<file path="config.mk">
export PLATFORM = sky130hd
export DESIGN_NAME = reorder_buffer
export DESIGN_NICKNAME = d
export VERILOG_FILES = /design/src/rtl/reorder_buffer.sv
export SDC_FILE = /design/constraint.sdc
export NUM_CORES = 2
export LEC_CHECK = 0
export ABC_AREA = 1
export BUFFER_PORTS_ARGS = -buffer_cell sky130_fd_sc_hd__buf_2
export CAP_MARGIN = 20
export CORE_AREA = 2 2 445 315
export DETAILED_ROUTE_END_ITERATION = 12
export DIE_AREA = 0 0 447 317
export GPL_TIMING_DRIVEN = 1
export PLACE_DENSITY = 0.54
export SLEW_MARGIN = 40
export SYNTH_ARGS = -nofsm -noshare
export SYNTH_HDL_FRONTEND = slang
export SYNTH_SLANG_ARGS = --single-unit
</file>
<file path="constraint.sdc">
create_clock -name clk -period 37.2 [get_ports clk]
set_input_delay 7.44 -clock clk [delete_from_list [all_inputs] [get_ports clk]]
set_output_delay 7.44 -clock clk [all_outputs]
set_load 0.02 [all_outputs]
</file>
<file path="src/rtl/reorder_buffer.sv">
`default_nettype none
// ============================================================================
// Module   : reorder_buffer
// Brief    : In-order retirement buffer with tag-based result broadcast,
//            operand query ports and register-file rename/commit tracking.
// Revision : 1.0 - initial release
// ============================================================================
module reorder_buffer #(
    parameter int DEPTH = 16
) (
    input  logic        clk,
    input  logic        rst,
    input  logic        rdy,
    input  logic        issue_valid,
    input  logic        issue_dest_en,
    input  logic [4:0]  issue_rd,
    output logic        issue_ready,
    output logic [4:0]  issue_tag,
    input  logic        cdb_valid,
    input  logic [4:0]  cdb_tag,
    input  logic [31:0] cdb_value,
    input  logic [4:0]  query_tag1,
    input  logic [4:0]  query_tag2,
    output logic        query_ready1,
    output logic        query_ready2,
    output logic [31:0] query_value1,
    output logic [31:0] query_value2,
    input  logic        flush,
    output logic        rf_rename_en,
    output logic [4:0]  rf_rename_addr,
    output logic [36:0] rf_rename_data,
    output logic        rf_commit_en,
    output logic [4:0]  rf_commit_addr,
    output logic [36:0] rf_commit_data,
    output logic        rf_flush
);
    localparam int                 c_ptr_w     = (DEPTH > 1) ? $clog2(DEPTH) : 1;
    localparam int                 c_cnt_w     = $clog2(DEPTH + 1);
    localparam logic [c_ptr_w-1:0] c_last_ptr  = c_ptr_w'(DEPTH - 1);
    localparam logic [c_cnt_w-1:0] c_depth_cnt = c_cnt_w'(DEPTH);
    localparam logic [4:0]         c_depth_tag = 5'(DEPTH);

    logic [DEPTH-1:0]   r_valid;
    logic [DEPTH-1:0]   r_ready;
    logic [DEPTH-1:0]   r_dest_en;
    logic [4:0]         r_rd     [DEPTH];
    logic [31:0]        r_value  [DEPTH];
    logic [c_ptr_w-1:0] r_head;
    logic [c_ptr_w-1:0] r_tail;
    logic [c_cnt_w-1:0] r_count;
    logic [4:0]         r_latest [32];

    logic               w_act;
    logic               w_flush;
    logic               w_accept;
    logic               w_dest_eff;
    logic               w_pop;
    logic               w_cdb_hit;
    logic               w_q1_hit;
    logic               w_q2_hit;
    logic [4:0]         w_head_tag;
    logic [4:0]         w_head_rd;
    logic [4:0]         w_latest_head;
    logic [4:0]         w_commit_state;
    logic [c_ptr_w-1:0] w_cdb_idx;
    logic [c_ptr_w-1:0] w_q1_idx;
    logic [c_ptr_w-1:0] w_q2_idx;

    // Reset held high behaves like rdy low so no strobe escapes during reset.
    assign w_act    = rdy & ~rst;
    assign w_flush  = flush & w_act;
    assign rf_flush = w_flush;

    assign issue_ready    = (r_count < c_depth_cnt) & ~flush;
    assign issue_tag      = 5'(r_tail) + 5'd1;
    assign w_accept       = issue_valid & issue_ready & w_act;
    assign w_dest_eff     = issue_dest_en & (issue_rd != 5'd0);
    assign rf_rename_en   = w_accept & w_dest_eff;
    assign rf_rename_addr = issue_rd;
    assign rf_rename_data = {issue_tag, 32'h0};

    assign w_head_tag     = 5'(r_head) + 5'd1;
    assign w_head_rd      = r_rd[r_head];
    assign w_latest_head  = r_latest[w_head_rd];
    assign w_commit_state = (w_latest_head == w_head_tag) ? 5'd0 : w_latest_head;
    assign w_pop          = r_valid[r_head] & r_ready[r_head] & w_act & ~flush;
    assign rf_commit_en   = w_pop & r_dest_en[r_head];
    assign rf_commit_addr = w_head_rd;
    assign rf_commit_data = {w_commit_state, r_value[r_head]};

    assign w_cdb_idx = c_ptr_w'(cdb_tag - 5'd1);
    assign w_q1_idx  = c_ptr_w'(query_tag1 - 5'd1);
    assign w_q2_idx  = c_ptr_w'(query_tag2 - 5'd1);

    assign w_cdb_hit = cdb_valid & w_act & (cdb_tag != 5'd0) & (cdb_tag <= c_depth_tag)
                     & r_valid[w_cdb_idx] & ~r_ready[w_cdb_idx];

    assign w_q1_hit     = (query_tag1 != 5'd0) & (query_tag1 <= c_depth_tag)
                        & r_valid[w_q1_idx] & r_ready[w_q1_idx];
    assign w_q2_hit     = (query_tag2 != 5'd0) & (query_tag2 <= c_depth_tag)
                        & r_valid[w_q2_idx] & r_ready[w_q2_idx];
    assign query_ready1 = w_q1_hit;
    assign query_ready2 = w_q2_hit;
    assign query_value1 = w_q1_hit ? r_value[w_q1_idx] : 32'h0;
    assign query_value2 = w_q2_hit ? r_value[w_q2_idx] : 32'h0;

    always_ff @(posedge clk or posedge rst) begin
        if (rst) begin
            r_valid   <= '0;
            r_ready   <= '0;
            r_dest_en <= '0;
            r_head    <= '0;
            r_tail    <= '0;
            r_count   <= '0;
            for (int i = 0; i < DEPTH; i++) begin
                r_rd[i]    <= '0;
                r_value[i] <= '0;
            end
            for (int i = 0; i < 32; i++) begin
                r_latest[i] <= '0;
            end
        end else if (w_flush) begin
            r_valid <= '0;
            r_ready <= '0;
            r_head  <= '0;
            r_tail  <= '0;
            r_count <= '0;
            for (int i = 0; i < 32; i++) begin
                r_latest[i] <= '0;
            end
        end else if (w_act) begin
            if (w_cdb_hit) begin
                r_ready[w_cdb_idx] <= 1'b1;
                r_value[w_cdb_idx] <= cdb_value;
            end
            // Only forget the producer if it is the one retiring; a younger
            // rename of the same register must stay visible.
            if (w_pop) begin
                r_valid[r_head] <= 1'b0;
                r_head          <= (r_head == c_last_ptr) ? '0 : r_head + 1'b1;
                if (rf_commit_en && (w_latest_head == w_head_tag)) begin
                    r_latest[w_head_rd] <= 5'd0;
                end
            end
            // Placed after the commit clear so a same-cycle rename wins.
            if (w_accept) begin
                r_valid[r_tail]   <= 1'b1;
                r_ready[r_tail]   <= 1'b0;
                r_dest_en[r_tail] <= w_dest_eff;
                r_rd[r_tail]      <= issue_rd;
                r_tail            <= (r_tail == c_last_ptr) ? '0 : r_tail + 1'b1;
                if (w_dest_eff) begin
                    r_latest[issue_rd] <= issue_tag;
                end
            end
            if (w_accept && !w_pop) begin
                r_count <= r_count + 1'b1;
            end else if (!w_accept && w_pop) begin
                r_count <= r_count - 1'b1;
            end
        end
    end

endmodule
`default_nettype wire

</file>
==> impl_results.md <==
* Worst Skew at 0.03709 ns
* Yosys warnings at 0
* CTS Sinks at 813
* Worst path slowest cell: buf_4
* Clock-pin slew on the worst setup and hold paths at 0.06 ns
* CP Max Fanout at 113
* Pin count of the biggest net entering global routing at 238
* Final WL at 195.7 mm
* # fillers at 14420
* Worst Path Buf+Inv at 6
* Synth area leaders: dfrtp_1 41%, o21ai_0 15%, nand2_1 14%, a21oi_1 6.6%, inv_1 4.2%
* PostCTS Resize Cnt at 0
* Final net count at 6965
* Final worst-path cycle share at 52.68%
* Leading area contributor after synthesis: dfrtp_1
* CP arrival at 12.16 ns
* RSZ-0062 raised after global routing: no
* Leak Pwr at 22.37 nW
* Area of the multi-input gates at 0.02450 mm^2
* Cts bufs inserted at 94
* Synth top area share at 41.33%
* Vias in the first global route at 44430
* Reg area at 0.02035 mm^2
* Synth Register Bits at 813
* Max clock buf depth at 3
* CP Data Required Time at 29.76 ns
* Status: finished, final reports clean
* Min cycle time layout at 19.60 ns
* DRC viols at 0
* Gate Count Post-Synth at 7095
* Setup_tns at 0 ns
* Die W at 447 um
* GP Congestion at 0.8730
* DRT Pass-1 Iters at 6
* Routed Antenna Nets at 0
* Register area share after synthesis at 41.33%
* Pwr Total at 3.331 mW
* Die area at 0.1417 mm^2
* Hold Path Class: reg -> reg
* Ys async rst share at 100.0%
* Total core area at 0.1372 mm^2
* Io pins at 218
* FF-to-FF setup slack at 31.34 ns
* Final count of pins violating max slew at 0
* Num rows at 114
* Post-synth EDFFs at 0
* DR vias/cell at 5.696
* Root Driver: clkbuf_16
* DR vias at 50260
* Initial antenna violation count at 12
* First-pass GRT wire length at 293.5 mm
* Max-Cap Viols at 0
* CTS tree: yes
* PD cells at 61.00 mW/mm^2
* Critical path's top delay family: buffers and inverters
* Final hold viol count at 0
* Setup crit end kind: output pin
* Setup crit start: query_tag1[0]
* Maximum vdd drop at 73.58 uV
* Startpoint Class: input port
* Port Buffers at 185
* Worst stage delay on the critical path at 0.70 ns
* Hold_buf cts at 0
* Routed length per instance at 22.18 um
* Fmax at 0.05103 GHz
* Slew @ Worst Pin at 0.9211 ns
* Slew headroom at 38.59%
* Main synth FF type: dfrtp_1
* Mapped cell area at 0.04922 mm^2
* Buffer count from post-CTS setup fixing at 0
* Post-synthesis area per instance at 6.938 um^2
* CTS H-tree lvls at 3
* Setup violators final at 0
* Worst r2r src: r_head[0]
* Synth unique cells at 45
* Worst path cell trace: buf_8 -> inv_2 -> ha_1 -> inv_8 -> buf_4 -> o311ai_0 -> nand3_1 -> nand3_1 -> nand3_2 -> buf_4 -> a311oi_1 -> buf_2
* Worst hold start: r_rd[40]
* DIE HEIGHT at 317 um
* Kind of critical path: in -> out
* Fraction of final layout cells sized beyond drive strength 1 at 7.125%
* Initial Utilization at 35.87%
* Synth-to-layout area growth at 10.94%
* Hpwl dp at 111.8 mm
* GRT Util Overall at 26.91%
* Total grt overflow at 0
* Later-pin clock latency in the skew report at 0.73 ns
* Initial DRC Count at 6724
routing by layer:
metal	GRT usage [%]	share of wire [%]	vias up
met1	41.18	46	24110
met3	4.096	8.7	336
met2	38.44	42	2472
met4	8.600	3.2	4
li1	-	-	23340
met5	0	0.013	-
tightest hold or removal path, cell delays in order, from the launching register on:
cell	delay (ns)
dfrtp_1	0.34
nand2_1	0.05
o21ai_0	0.06
power breakdown:
part / total (mW) / internal, mW / switching (mW)
clock: 1.01 / 0.596 / 0.418
sequential: 0.936 / 0.909 / 0.0270
combinational: 1.38 / 0.367 / 1.01
state kept, by name, indices dropped and copies added, names as in the netlist:
| signal | flops |
|---|---|
| r_count | 5 |
| r_dest_en | 16 |
| r_tail | 4 |
| r_head | 4 |
| r_rd | 80 |
| r_ready | 16 |
| r_latest | 160 |
| r_valid | 16 |
| r_value | 512 |
logic make-up after synthesis:
| logic type | share of synthesized area (%) |
|---|---|
| simple gates | 20.82 |
| compound gates | 27.55 |
| buf+inv | 9.481 |
| flops | 41.33 |
| fa+ha+maj | 0.5490 |
| xor+xnor | 0.2669 |
| other cells | 0.007618 |
final cells by class:
| class | instances | area share (%) |
|---|---|---|
| multi-input cells | 5136 | 44.86 |
| flip-flops and latches | 813 | 37.27 |
| clock buffers | 128 | 4.910 |
| well taps | 1856 | 4.253 |
| inverters | 561 | 3.936 |
| repair buffers | 279 | 3.620 |
| clock inverters | 44 | 1.123 |
| diodes | 6 | 0.02750 |
through the flow:
stage          hold WS, ns  util, %  worst slack, ns  area, um^2  cells
2_1_floorplan       0.4530        -            3.219       49340   7126
3_3_place_gp        0.4660    37.10            17.33       50910   8636
3_5_place_dp        0.4729    37.30            17.72       51180   8641
4_1_cts             0.4877    39.70            17.72       54470   8813
5_1_grt             0.5050    39.79            17.55       54600   8821
6_report            0.4825    39.80            17.60       54610   8823
path summary, 6_finish.rpt:
| path | cells after the start | endpoint |
|---|---|---|
| min | 2 | r_rd[40] |
| min reg2reg | 2 | r_rd[40] |
| min in group asynchronous | 2 | r_value[96] |
| max in group asynchronous | 7 | r_latest[47] |
| max reg2reg | 26 | r_latest[52] |
| max | 12 | query_value1[4] |
synthesized netlist by cell type, types with 5 or more instances:
master / count
nand2_1: 1789
o21ai_0: 1473
dfrtp_1: 813
a21oi_1: 652
inv_1: 546
clkbuf_1: 488
nor2_1: 380
nand3_1: 252
o211ai_1: 190
a31oi_1: 75
nand4_1: 75
a311oi_1: 67
buf_4: 53
buf_1: 47
buf_2: 26
nor3_1: 23
ha_1: 20
o21ai_1: 18
o31ai_1: 10
xor2_1: 9
a221oi_1: 8
inv_2: 8
nor4_1: 8
o311ai_0: 8
clkinv_1: 6
nor2_4: 6
o22ai_1: 6
xnor2_1: 6
nor2_2: 5
placed cells by master (no fill, tap or decap), drive strengths merged, types with 3 or more instances in the layout:
cell	n
nand4	79
bufinv	13
xnor2	6
xor2	9
clkbuf	128
nor4	8
o22ai	6
inv	560
o211ai	190
nand3	252
o21ai	1491
buf	279
clkinvlp	9
nor2	392
o311ai	9
nand2	1792
ha	20
clkinv	23
o31ai	10
a311oi	67
a21oi	652
a211oi	3
dfrtp	813
nor3	23
a31oi	75
diode	6
conb	32
a221oi	8
Note: power is estimated with default switching activity, not from simulation.
